==> src/rtl/btb_update_if.sv <==
// Result/redirect/BTB-write bundle between execute, fetch and the BTB update block.
// The slave modport is the update block; master is the execute/fetch/BTB side.
interface btb_update_if;
  logic        res_valid;
  logic        res_ready;
  logic [30:0] res_pc;
  logic        res_taken;
  logic [31:0] res_target;
  logic [31:0] res_fallthru;
  logic        res_pred_hit;
  logic [30:0] res_pred_target;
  logic        mispredict;
  logic [31:0] redirect_pc;
  logic        fetch_rd_req;
  logic        rd_blocked;
  logic        btb_wr;
  logic        btb_invalid;
  logic [30:0] pc_w;
  logic [31:0] target_pc_w;

  modport slave (
    input  res_valid, res_pc, res_taken, res_target, res_fallthru,
           res_pred_hit, res_pred_target, fetch_rd_req,
    output res_ready, mispredict, redirect_pc, rd_blocked,
           btb_wr, btb_invalid, pc_w, target_pc_w
  );

  modport master (
    output res_valid, res_pc, res_taken, res_target, res_fallthru,
           res_pred_hit, res_pred_target, fetch_rd_req,
    input  res_ready, mispredict, redirect_pc, rd_blocked,
           btb_wr, btb_invalid, pc_w, target_pc_w
  );
endinterface

==> src/rtl/btb_update.sv <==
// BTB write side: classifies resolved branches, drives the fetch redirect and
// drains queued writes/invalidates into the single-port BTB behind fetch lookups.
module btb_update #(
  parameter int DEPTH      = 4,
  parameter int STARVE_MAX = 8
) (
  input  logic         clk,
  input  logic         reset_n,
  btb_update_if.slave  bus
);
  localparam int AW = $clog2(DEPTH);
  localparam int CW = AW + 1;
  localparam int SW = $clog2(STARVE_MAX + 1);

  typedef struct packed {
    logic        inv;
    logic [30:0] pc;
    logic [31:0] tgt;
  } upd_t;

  upd_t          mem [DEPTH];
  logic [AW-1:0] rd_ptr, wr_ptr, tail_ptr;
  logic [CW-1:0] count;
  logic [SW-1:0] starve;

  logic empty, full, accept, is_upd, is_inv, enq, issue, coalesce, push;
  upd_t new_e, head;

  assign empty    = (count == '0);
  assign full     = (count == CW'(DEPTH));
  assign accept   = bus.res_valid & ~full;
  assign is_upd   = bus.res_taken &
                    (~bus.res_pred_hit | (bus.res_pred_target != bus.res_target[31:1]));
  assign is_inv   = ~bus.res_taken & bus.res_pred_hit;
  assign enq      = accept & (is_upd | is_inv);
  assign issue    = ~empty & (~bus.fetch_rd_req | (starve == SW'(STARVE_MAX)));
  assign tail_ptr = wr_ptr - AW'(1);
  assign head     = mem[rd_ptr];

  // The tail can only be popped when it is also the head (single entry).
  assign coalesce = enq & ~empty & (mem[tail_ptr].pc == bus.res_pc) &
                    ~(issue & (count == CW'(1)));
  assign push     = enq & ~coalesce;

  assign new_e.inv = is_inv;
  assign new_e.pc  = bus.res_pc;
  assign new_e.tgt = is_inv ? 32'h0 : bus.res_target;

  assign bus.res_ready  = ~full;
  // The BTB muxes the write address over the read port, so a write steals the lookup.
  assign bus.rd_blocked = bus.btb_wr & bus.fetch_rd_req;

  always_ff @(posedge clk) begin
    if (coalesce)  mem[tail_ptr] <= new_e;
    else if (push) mem[wr_ptr]   <= new_e;
  end

  always_ff @(posedge clk or negedge reset_n) begin
    if (!reset_n) begin
      rd_ptr          <= '0;
      wr_ptr          <= '0;
      count           <= '0;
      starve          <= '0;
      bus.mispredict  <= 1'b0;
      bus.redirect_pc <= '0;
      bus.btb_wr      <= 1'b0;
      bus.btb_invalid <= 1'b0;
      bus.pc_w        <= '0;
      bus.target_pc_w <= '0;
    end else begin
      if (push)  wr_ptr <= wr_ptr + AW'(1);
      if (issue) rd_ptr <= rd_ptr + AW'(1);
      count <= count + CW'(push) - CW'(issue);

      // Not issuing while non-empty implies fetch blocked us below the cap.
      if (empty || issue) starve <= '0;
      else                starve <= starve + SW'(1);

      bus.mispredict <= enq;
      if (enq) bus.redirect_pc <= is_upd ? bus.res_target : bus.res_fallthru;

      bus.btb_wr      <= issue;
      bus.btb_invalid <= issue & head.inv;
      bus.pc_w        <= issue ? head.pc  : 31'h0;
      bus.target_pc_w <= issue ? head.tgt : 32'h0;
    end
  end
endmodule

==> src/flat_wrapper.sv <==
// flat-port wrapper written by rule: the top's interface ports become plain ports
module btb_update_flat 
#(
  parameter int DEPTH      = 4,
  parameter int STARVE_MAX = 8
)
  (clk, reset_n, bus_res_valid, bus_res_pc, bus_res_taken, bus_res_target, bus_res_fallthru, bus_res_pred_hit, bus_res_pred_target, bus_fetch_rd_req, bus_res_ready, bus_mispredict, bus_redirect_pc, bus_rd_blocked, bus_btb_wr, bus_btb_invalid, bus_pc_w, bus_target_pc_w);
  btb_update_if bus_i ();
  input  logic clk;
  input  logic reset_n;
  input wire logic [$bits(bus_i.res_valid)-1:0] bus_res_valid;
  input wire logic [$bits(bus_i.res_pc)-1:0] bus_res_pc;
  input wire logic [$bits(bus_i.res_taken)-1:0] bus_res_taken;
  input wire logic [$bits(bus_i.res_target)-1:0] bus_res_target;
  input wire logic [$bits(bus_i.res_fallthru)-1:0] bus_res_fallthru;
  input wire logic [$bits(bus_i.res_pred_hit)-1:0] bus_res_pred_hit;
  input wire logic [$bits(bus_i.res_pred_target)-1:0] bus_res_pred_target;
  input wire logic [$bits(bus_i.fetch_rd_req)-1:0] bus_fetch_rd_req;
  output wire logic [$bits(bus_i.res_ready)-1:0] bus_res_ready;
  output wire logic [$bits(bus_i.mispredict)-1:0] bus_mispredict;
  output wire logic [$bits(bus_i.redirect_pc)-1:0] bus_redirect_pc;
  output wire logic [$bits(bus_i.rd_blocked)-1:0] bus_rd_blocked;
  output wire logic [$bits(bus_i.btb_wr)-1:0] bus_btb_wr;
  output wire logic [$bits(bus_i.btb_invalid)-1:0] bus_btb_invalid;
  output wire logic [$bits(bus_i.pc_w)-1:0] bus_pc_w;
  output wire logic [$bits(bus_i.target_pc_w)-1:0] bus_target_pc_w;
  assign bus_i.res_valid = bus_res_valid;
  assign bus_i.res_pc = bus_res_pc;
  assign bus_i.res_taken = bus_res_taken;
  assign bus_i.res_target = bus_res_target;
  assign bus_i.res_fallthru = bus_res_fallthru;
  assign bus_i.res_pred_hit = bus_res_pred_hit;
  assign bus_i.res_pred_target = bus_res_pred_target;
  assign bus_i.fetch_rd_req = bus_fetch_rd_req;
  assign bus_res_ready = bus_i.res_ready;
  assign bus_mispredict = bus_i.mispredict;
  assign bus_redirect_pc = bus_i.redirect_pc;
  assign bus_rd_blocked = bus_i.rd_blocked;
  assign bus_btb_wr = bus_i.btb_wr;
  assign bus_btb_invalid = bus_i.btb_invalid;
  assign bus_pc_w = bus_i.pc_w;
  assign bus_target_pc_w = bus_i.target_pc_w;
  btb_update #(.DEPTH(DEPTH), .STARVE_MAX(STARVE_MAX)) u_core (.clk(clk), .reset_n(reset_n), .bus(bus_i));
endmodule
==> config.mk <==
export PLATFORM = sky130hd
export DESIGN_NAME = btb_update_flat
export DESIGN_NICKNAME = d
export VERILOG_FILES = /design/src/rtl/btb_update_if.sv /design/src/rtl/btb_update.sv /design/src/flat_wrapper.sv
export SDC_FILE = /design/constraint.sdc
export NUM_CORES = 1
export LEC_CHECK = 0
export ABC_AREA = 1
export BUFFER_PORTS_ARGS = -buffer_cell sky130_fd_sc_hd__clkbuf_2
export CORE_MARGIN = 8
export CORE_UTILIZATION = 40
export CTS_BUF_LIST = sky130_fd_sc_hd__clkbuf_16
export DETAILED_ROUTE_END_ITERATION = 12
export GPL_ROUTABILITY_DRIVEN = 0
export PLACE_DENSITY = 0.63
export SLEW_MARGIN = 10
export SYNTH_ARGS = -nofsm -noshare
export SYNTH_HDL_FRONTEND = slang
export SYNTH_SLANG_ARGS = --single-unit
==> constraint.sdc <==
create_clock -name clk -period 5.3 [get_ports clk]
set_clock_uncertainty 0.1 [all_clocks]
set_input_delay 1.06 -clock clk [delete_from_list [all_inputs] [get_ports clk]]
set_output_delay 1.06 -clock clk [all_outputs]
set_load 0.005 [all_outputs]
======== Word level (Yosys, flattened, before mapping) ========
Memory sizes are Yosys's and may differ from the RTL's.
Index checks and enable logic that the tools add are counted.
cells by class
  mux-type cells .......................... 13
  reductions and logical operators ........ 3
  equal/unequal tests ..................... 5
  $add $sub $neg .......................... 6
  bitwise operators ....................... 22
operators with widths
  operator                                           count
  2-to-1 mux 32 bit                                  3
  2-to-1 mux 64 bit                                  1
  OR reduction 64 bit                                1
  == test 31 bit                                     1
  2-to-1 mux 31 bit                                  1
  != test 31 bit                                     1
  bitwise AND 1 bit                                  12
  inverter 1 bit                                     7
  2-to-1 mux 1 bit                                   6
  adder 2 x 1 -> 2 bit (second input constant)       2
  adder 4 x 1 -> 4 bit (second input constant)       1
  == test 4 bit (second input constant)              1
  2-to-1 mux 4 bit                                   1
  adder 3 x 1 -> 3 bit                               1
  == test 3 x 1 -> 1 bit (second input constant)     1
  == test 3 bit (second input constant)              1
  logical NOT 3 bit                                  1
  OR 1 bit                                           3
  subtractor 3 x 1 -> 3 bit                          1
  2-to-1 mux 2 bit                                   1
  subtractor 2 x 1 -> 2 bit (second input constant)  1
  logical OR 1 bit                                   1
word-level totals
  memories kept ........................... 1
  word-level logic and storage cells ...... 60
  register bits ........................... 109
  bits in writable memories ............... 256
  input port bits ......................... 132
  output and inout bits ................... 100
memory list
  memory      depth  width  rd ports  clocked after memory_dff  wr ports  line              text
  u_core.mem  4      64     2         0                         1         btb_update.sv:21  upd_t mem [DEPTH];

======== Longest topological paths before layout ========
Gate-level depths: netlist (run 1).
  word-level depth ........................ 15
  gate-level depth with buffers ........... 22
  depth with buffers taken out ............ 20

======== Worst setup path before layout (run 1) ========
No wires, ideal clock.
  path type ............................... input-to-reg
  start ................................... input port bus_res_target[4]
  end ..................................... memory u_core.mem[0][0] in the netlist's numbering (enable)
  stages on the path ...................... 12
  path buffers ............................ 1
  slack ................................... -0.287 ns
  data required time ...................... 4.714 ns
  library setup time ...................... 0.486 ns
  data arrival time ....................... 5.001 ns
  path through ............................ inv_1 or2_2 nand3_1 nor2_1 nand2_1 nor2_1 nand2_2 nand2_2 a21oi_4 buf_2 nand3_1 nor2_1
between the ends
  word-level cells in the longest chain between the ends .. 15
  elaborated cells on any way between the ends .. 18
  classes of those cells .................. 1 x eq/ne; 7 x mux; 9 x bitwise; 1 x reduce/logical
ends and longest elaborated chain
  item                                                                          line                text
  from (decl)                                                                   flat_wrapper.sv:14  input wire logic [$bits(bus_i.res_target)-1:0] bus_res_target;
  != test 31 bit (*)                                                            btb_update.sv:33    (~bus.res_pred_hit | (bus.res_pred_target != bus.res_target[31:1]));
  OR 1 bit (*)                                                                  btb_update.sv:33
  bitwise AND 1 bit (*)                                                         btb_update.sv:32    assign is_upd = bus.res_taken &
  OR 1 bit (*)                                                                  btb_update.sv:35    assign enq = accept & (is_upd | is_inv);
  bitwise AND 1 bit (*)                                                         btb_update.sv:35
  bitwise AND 1 bit (3 in a row)                                                btb_update.sv:41    assign coalesce = enq & ~empty & (mem[tail_ptr].pc == bus.res_pc) &
  inverter 1 bit                                                                btb_update.sv:43    assign push = enq & ~coalesce;
  bitwise AND 1 bit                                                             btb_update.sv:43
  2-to-1 mux 1 bit                                                              btb_update.sv:55    else if (push) mem[wr_ptr] <= new_e;
  2-to-1 mux 1 bit                                                              btb_update.sv:54    if (coalesce) mem[tail_ptr] <= new_e;
  2-to-1 mux 1 bit (implied by the code)                                        btb_update.sv:55
  OR reduction 64 bit (no source line)                                          n/a
  2-to-1 mux 2 bit (no source line) / 2-to-1 mux 1 bit (equally long branches)  n/a
  to (decl)                                                                     btb_update.sv:21
Every way passes the cells marked *; elsewhere a longest branch is shown, timed or not.

======== Worst setup path in the final report (run 1) ========
  start ................................... register u_core.wr_ptr[0]
  end ..................................... memory u_core.mem[3][44] in the netlist's numbering (enable)
between the ends
  word-level cells in the longest chain between the ends .. 12
  elaborated cells on any way between the ends .. 15
  classes of those cells .................. 1 x add/sub; 1 x eq/ne; 7 x mux; 4 x bitwise; 1 x reduce/logical; 1 x memory
ends and longest elaborated chain
  item                                                                          line              text
  from (decl)                                                                   btb_update.sv:22  logic [AW-1:0] rd_ptr, wr_ptr, tail_ptr;
  from (signal assigned)                                                        btb_update.sv:71  if (push) wr_ptr <= wr_ptr + AW'(1);
  subtractor 2 x 1 -> 2 bit                                                     btb_update.sv:37  assign tail_ptr = wr_ptr - AW'(1);
  memory (4 x 64 bit)                                                           n/a
  == test 31 bit                                                                btb_update.sv:41
  bitwise AND 1 bit (2 in a row)                                                btb_update.sv:41
  inverter 1 bit                                                                btb_update.sv:43
  bitwise AND 1 bit                                                             btb_update.sv:43
  2-to-1 mux 1 bit                                                              btb_update.sv:55
  2-to-1 mux 1 bit                                                              btb_update.sv:54
  2-to-1 mux 1 bit (implied by the code)                                        btb_update.sv:55
  OR reduction 64 bit (no source line)                                          n/a
  2-to-1 mux 2 bit (no source line) / 2-to-1 mux 1 bit (equally long branches)  n/a
Several ways; a longest one is shown, not always the timed one.

==> results of run 1 <==
==> state kept, by name, indices dropped and copies added, names as in the netlist, 2 cells and up <==
register and cells:
u_core.bus.pc_w 31, u_core.wr_ptr 2, u_core.bus.redirect_pc 32, u_core.count 3, u_core.rd_ptr 2, u_core.bus.target_pc_w 32, u_core.starve 4, u_core.mem 256
==> routing by layer <==
metal	vias to the layer above	track usage [%]	part of all wire, %
li1	5903	-	-
met1	5789	23.4	42
met2	476	32.1	48
met3	77	4.71	7.4
met4	0	5.55	2.5
met5	-	0	0
==> cells by family (layout without fill, tap and decap cells) <==
| kind of cell | count (synthesis) | count (layout) | share of synthesized area [%] |
|---|---|---|---|
| adder cells (fa/ha/maj) | 5 | 5 | 0.435 |
| AO/OA/AOI/OAI | 309 | 309 | 10.2 |
| AND/OR/NAND/NOR | 722 | 722 | 18.3 |
| XOR/XNOR | 12 | 12 | 0.653 |
| flip-flops | 365 | 365 | 64.7 |
| buffers and inverters | 228 | 466 | 5.74 |
| other | 0 | 1 | 0 |
==> worst reg2reg max path, cell delays in order (launching register included) <==
cell	delay, ns
dfrtp_2	0.77
buf_4	0.49
o21ai_0	0.28
nand2_1	0.17
nand3b_1	0.09
nand2_1	0.07
nand2_1	0.05
nor2_1	0.11
nand2_1	0.06
nor2_1	0.18
nand2_2	0.15
nand3_1	0.09
nand3_1	0.18
nor2_4	0.40
buf_4	0.41
==> metrics by stage <==
| stage | area (µm²) | utilization, % | instances |
|---|---|---|---|
| floorplan | 16100 | - | 1641 |
| global placement | 17800 | 44.7 | 2330 |
| detailed placement | 17800 | 44.7 | 2330 |
| CTS | 19200 | 48.3 | 2404 |
| global route | 19200 | 48.3 | 2405 |
| finish | 19200 | 48.3 | 2405 |
==> synth_stat cells <==
cell type and count:
edfxtp_1 256, a21oi_4 1, nand3b_1 15, nor2_1 257
buf_1 10, clkbuf_1 53, buf_4 3, a21oi_1 97
clkinv_1 1, o21ai_0 161, xor2_1 2, nand2_2 4
fa_1 1, or2_2 3, inv_2 2, a31oi_1 32
o211ai_1 17, xnor2_1 10, inv_1 135, buf_2 18
nand2_4 2, a21o_1 1, ha_1 4, nand4_1 10
nand2_8 2, inv_4 2, dfrtp_1 109, or2_0 3
nand3_1 66, nand2_1 359, buf_6 4, nor3_1 1
==> final cells by class <==
class / count / share of cell area (%)
Multi-Input combinational cell: 1048 / 25.0
Inverter: 140 / 2.76
Antenna cell: 1 / 0.0130
Sequential cell: 365 / 54.3
Clock inverter: 34 / 2.33
Clock buffer: 40 / 5.21
Timing Repair Buffer: 252 / 6.99
Tap cell: 525 / 3.42
==> worst paths after layout <==
| check | cells past startpoint | endpoint | startpoint |
|---|---|---|---|
| min reg2reg | 1 | u_core.starve[0] | u_core.starve[0] |
| max | 14 | u_core.mem[3][44] | u_core.wr_ptr[0] |
| min | 1 | u_core.bus.target_pc_w[4] | reset_n |
| max in group asynchronous | 2 | u_core.bus.pc_w[7] | reset_n |
| min in group clk | 1 | u_core.starve[0] | u_core.starve[0] |
| max reg2reg | 14 | u_core.mem[3][44] | u_core.wr_ptr[0] |
==> power by group <==
group | total (W) | internal, W | switching [W] | leakage [nW]
logic | 0.00335 | 0.00109 | 0.00226 | 3.86
clock network | 0.00304 | 0.00188 | 0.00116 | 0.728
registers | 0.00410 | 0.00377 | 0.000328 | 3.70
total | 0.0105 | 0.00674 | 0.00375 | 8.28
==> results.cfg, run 1 <==
[die]
rows = 73
start_util_pct = 40.5
ioPinCount = 232
die_h_um = 217
die_w_um = 217
die_area_um2 = 46900
core_um2 = 39700

[timing]
fin_tns_setup_ns = 0
whs_ns = 0.359
tightestPinTransition_ns = 1.08
finalHoldViolCount = 0
max_freq_ghz = 0.254
fin_crit_ns = 3.94
slew_viol_final = 0
period_share_pct = 74.4
rsz0062_at_grt = no
fin_ws_ns = 1.36
maxSlewHeadroom_pct = 28.3
setup-violations-final = 0

[yosys]
synthCells = 1641
syn_area_um2 = 16100
ys_ff_latch = 365
yosysWarnings = 0
avgSynthCellArea_um2 = 9.81
syn_nets = 1778
synth_top_area_share_pct = 47.7
yosysTopAreaCell = edfxtp_1
ys_types = 32
yosys-top-cells-area = edfxtp_1 48%, dfrtp_1 17%, nand2_1 8.4%
ys_seq_area_share_pct = 64.7

[critical_path]
path_common_cell = nand2_1
cp-start-kind = flop
crit_required_ns = 5.40
cp_max_fo = 41
crit_arrival_ns = 4.04
crit_type = flop to flop
crit_family = simple AND/OR/NAND/NOR gates
crit_path_top_delay_cell = dfrtp_2
endpoint_kind = flop
critPathMaxStageDelay_ns = 0.77
critPathBufInv = 2
cp_cell_sequence = buf_4, o21ai_0, nand2_1, nand3b_1, nand2_1, nand2_1, nor2_1, nand2_1, nor2_1, nand2_2, nand3_1, nand3_1, nor2_4, buf_4
rrSetupSlack_ns = 1.36

[final_layout]
nNetsFinal = 1984
area_growth_pct = 19.2
multiInputGateArea_um2 = 4800
ff_latch_area_um2 = 10400
layout_commonest_cell = nand2_1
final_cell_mix = 358 x nand2_1, 256 x edfxtp_1, 252 x nor2_1
nFillCells = 3714
layout-drive-gt1-share_pct = 18.1

[grt]
grt_pass1_wl_um = 70000
grt_usage_pct = 18.8
antenna_found_initial = 1
grt_pass1_vias = 12300
grt-ovfl-total = 0
grt_max_degree = 83

[clock_tree]
numCtsBuffers = 40
cts_buffer_depth = 3
ctsHoldBuffers = 0
clkTransAtPathRegs_ns = 0.06
cts-resized-gates = 0
cts_root_buf = clkbuf_16
post-cts-setup-buffer-count = 0
h-tree-depth = 2
clkSinkCount = 365
cts_tree = built
clock_latency_ns = 0.55

[power]
leakagePower_nw = 8.28
vdd_ir_drop_max_v = 0.000276
power_w = 0.0105
powerDensity_nw_per_um2 = 546

[detailed_routing]
first_iter_violations = 988
drt.antenna.violating_nets = 0
drt_wl_total_um = 45200
routed_via_density = 5.09
post_drt_wl_per_cell_um = 18.8
drc = 0
num_vias = 12200
drtPass1Iterations = 5

[placement]
port_buffers = 231
hpwlAfterDp_um = 30100
place_ws_ns = 1.36

[hold_path]
hold_class = primary input to asynchronous set/reset pin

[run_status]
status = complete, no violations

[run]
maxCapViolations = 0
No activity file was read; power rests on OpenSTA's default activity.
==> inputs of run 2 (changes only) <==
- PLACE_DENSITY: 0.63 -> 0.61
- clock period: 5.3 -> 3.9 ns (I/O delays scaled with it)
==> run 2 against run 1 <==
Against the previous run:
- non-clock buffer count up 4
- largest cell class unchanged
- via count down 0.96%
- critical path type unchanged
- power is 32% higher
- combinational power increased by 39%
- core utilization down 0.11 points
==> results.cfg, run 2 (synthesis gave the netlist of run 1 again) <==
[grt]
grt_pass1_vias = 12300
antenna_found_initial = 1
grt-ovfl-total = 0
grt_max_degree = 116
grt_usage_pct = 18.8
grt_pass1_wl_um = 69800

[critical_path]
ff2ff_path_depth = 17
startpoint = u_core.wr_ptr[0]
crit_required_ns = 4.04
endpoint = u_core.mem[2][10]
regToRegStartpoint = u_core.wr_ptr[0]
cp-start-kind = flop
cp_max_fo = 26
rrSetupSlack_ns = 0.52
endpoint_kind = flop
crit_arrival_ns = 3.51
crit_type = flop to flop
r2r_end = u_core.mem[2][10]

[timing]
tightestPinTransition_ns = 1.06
rsz0062_at_grt = no
fin_ws_ns = 0.523
whs_ns = 0.237
slew_viol_final = 0
setup-violations-final = 0
finalHoldViolCount = 0
fin_crit_ns = 3.38
period_share_pct = 86.6
max_freq_ghz = 0.296
maxSlewHeadroom_pct = 29.3

[clock_tree]
cts_buffer_depth = 3
clkSinkCount = 365
clock_latency_ns = 0.54
cts-resized-gates = 0
cts_tree = built
h-tree-depth = 2
cts_root_buf = clkbuf_16
numCtsBuffers = 40
post-cts-setup-buffer-count = 0
clkTransAtPathRegs_ns = 0.06
ctsHoldBuffers = 0

[detailed_routing]
num_vias = 12100
drt.antenna.violating_nets = 0
first_iter_violations = 904
drc = 0
post_drt_wl_per_cell_um = 18.7
drtPass1Iterations = 5
drt_wl_total_um = 45100
routed_via_density = 5.04

[die]
die_h_um = 217
die_w_um = 217
die_area_um2 = 46900
start_util_pct = 40.5
ioPinCount = 232
core_um2 = 39700
rows = 73

[power]
leakagePower_nw = 8.25
powerDensity_nw_per_um2 = 725
vdd_ir_drop_max_v = 0.000428
p_sw_share_pct = 36.4
power_w = 0.0139
power_frac_seq_pct = 40.2
p_comb_share_pct = 33.4
internal_power_w = 0.00883
p_clk_share_pct = 26.4
p_switching_w = 0.00506

[final_layout]
nFillCells = 3733
ff_latch_area_um2 = 10400
largest_register_ff_count = 256
registers.top_by_ff_count = u_core.mem
nNetsFinal = 1988
layout-drive-gt1-share_pct = 18.2
multiInputGateArea_um2 = 4800
area_growth_pct = 18.9
final_area_um2 = 19200
reg_top3 = u_core.mem x256, u_core.bus.redirect_pc x32, u_core.bus.target_pc_w x32
layout_commonest_cell = nand2_1
final_cell_mix = 358 x nand2_1, 256 x edfxtp_1, 252 x nor2_1

[hold_path]
hold_class = primary input to asynchronous set/reset pin

[run]
maxCapViolations = 0

[placement]
port_buffers = 231
place_ws_ns = 0.502
dpl_cell_area_um2 = 17900
hpwlAfterDp_um = 30000

[run_status]
status = complete, no violations
==> run 2: cell count changes in the layout (fill, tap and decap cells not counted) <==
cell        change
clkinv_2        +5
bufinv_16       -6
clkinv_1        +4
buf_12          +8
inv_6           +1
inv_1           -2
buf_4           -4
inv_16          -1
clkinv_4        -1
clkinvlp_4      -1
==> run 2: worst min-delay path by stage <==
stage,endpoint,slack (ns),cells after the start
after floorplan,u_core.starve[0],0.35,1
after global placement,u_core.starve[0],0.37,1
after detailed placement,u_core.starve[0],0.38,1
after CTS,u_core.bus.pc_w[21],0.27,1
after global routing,u_core.bus.pc_w[15],0.31,1
final,u_core.bus.pc_w[15],0.24,1
==> run 2: through the flow <==
step           util (%)  instances  TNS (ns)
2_1_floorplan         -       1641    -93.04
3_3_place_gp       45.0       2334         0
3_5_place_dp       45.0       2334         0
4_1_cts            48.2       2407         0
5_1_grt            48.2       2408         0
6_report           48.2       2408         0
==> run 2: layout make-up <==
class	instances	area share [%]
Antenna cell	1	0.0131
Clock buffer	40	5.23
Clock inverter	33	1.42
Inverter	140	2.77
Multi-Input combinational cell	1048	25.1
Sequential cell	365	54.4
Tap cell	525	3.43
Timing Repair Buffer	256	7.68
==> run 2: routing by layer <==
metal / vias up / GRT usage [%] / wire length, µm
li1: 5898 / - / -
met5: - / 0 / 0
met3: 74 / 4.50 / 3190
met2: 423 / 32.4 / 22000
met1: 5732 / 23.1 / 18700
met4: 0 / 5.93 / 1180
==> run 2: power groups by stage <==
stage               registers [W]  logic [W]  clock network, W
finish                    0.00558    0.00464           0.00367
floorplan                 0.00551    0.00306                 0
CTS                       0.00559    0.00476           0.00374
detailed placement        0.00566    0.00474                 0
global placement          0.00565    0.00467                 0
global route              0.00569    0.00525           0.00390
==> run 2: critical path, cell delays in order, from the launching register on <==
cell	delay, ns
dfrtp_2	0.57
inv_2	0.11
nand2_4	0.11
nand2_8	0.12
inv_4	0.26
nand2_1	0.12
nand2_1	0.07
nand2_1	0.04
nand2_1	0.05
nand2_1	0.04
nor2_1	0.19
nand2_1	0.09
nor2_1	0.14
nand2_2	0.12
nand3_1	0.09
nand3_1	0.19
nor2_4	0.39
buf_12	0.24
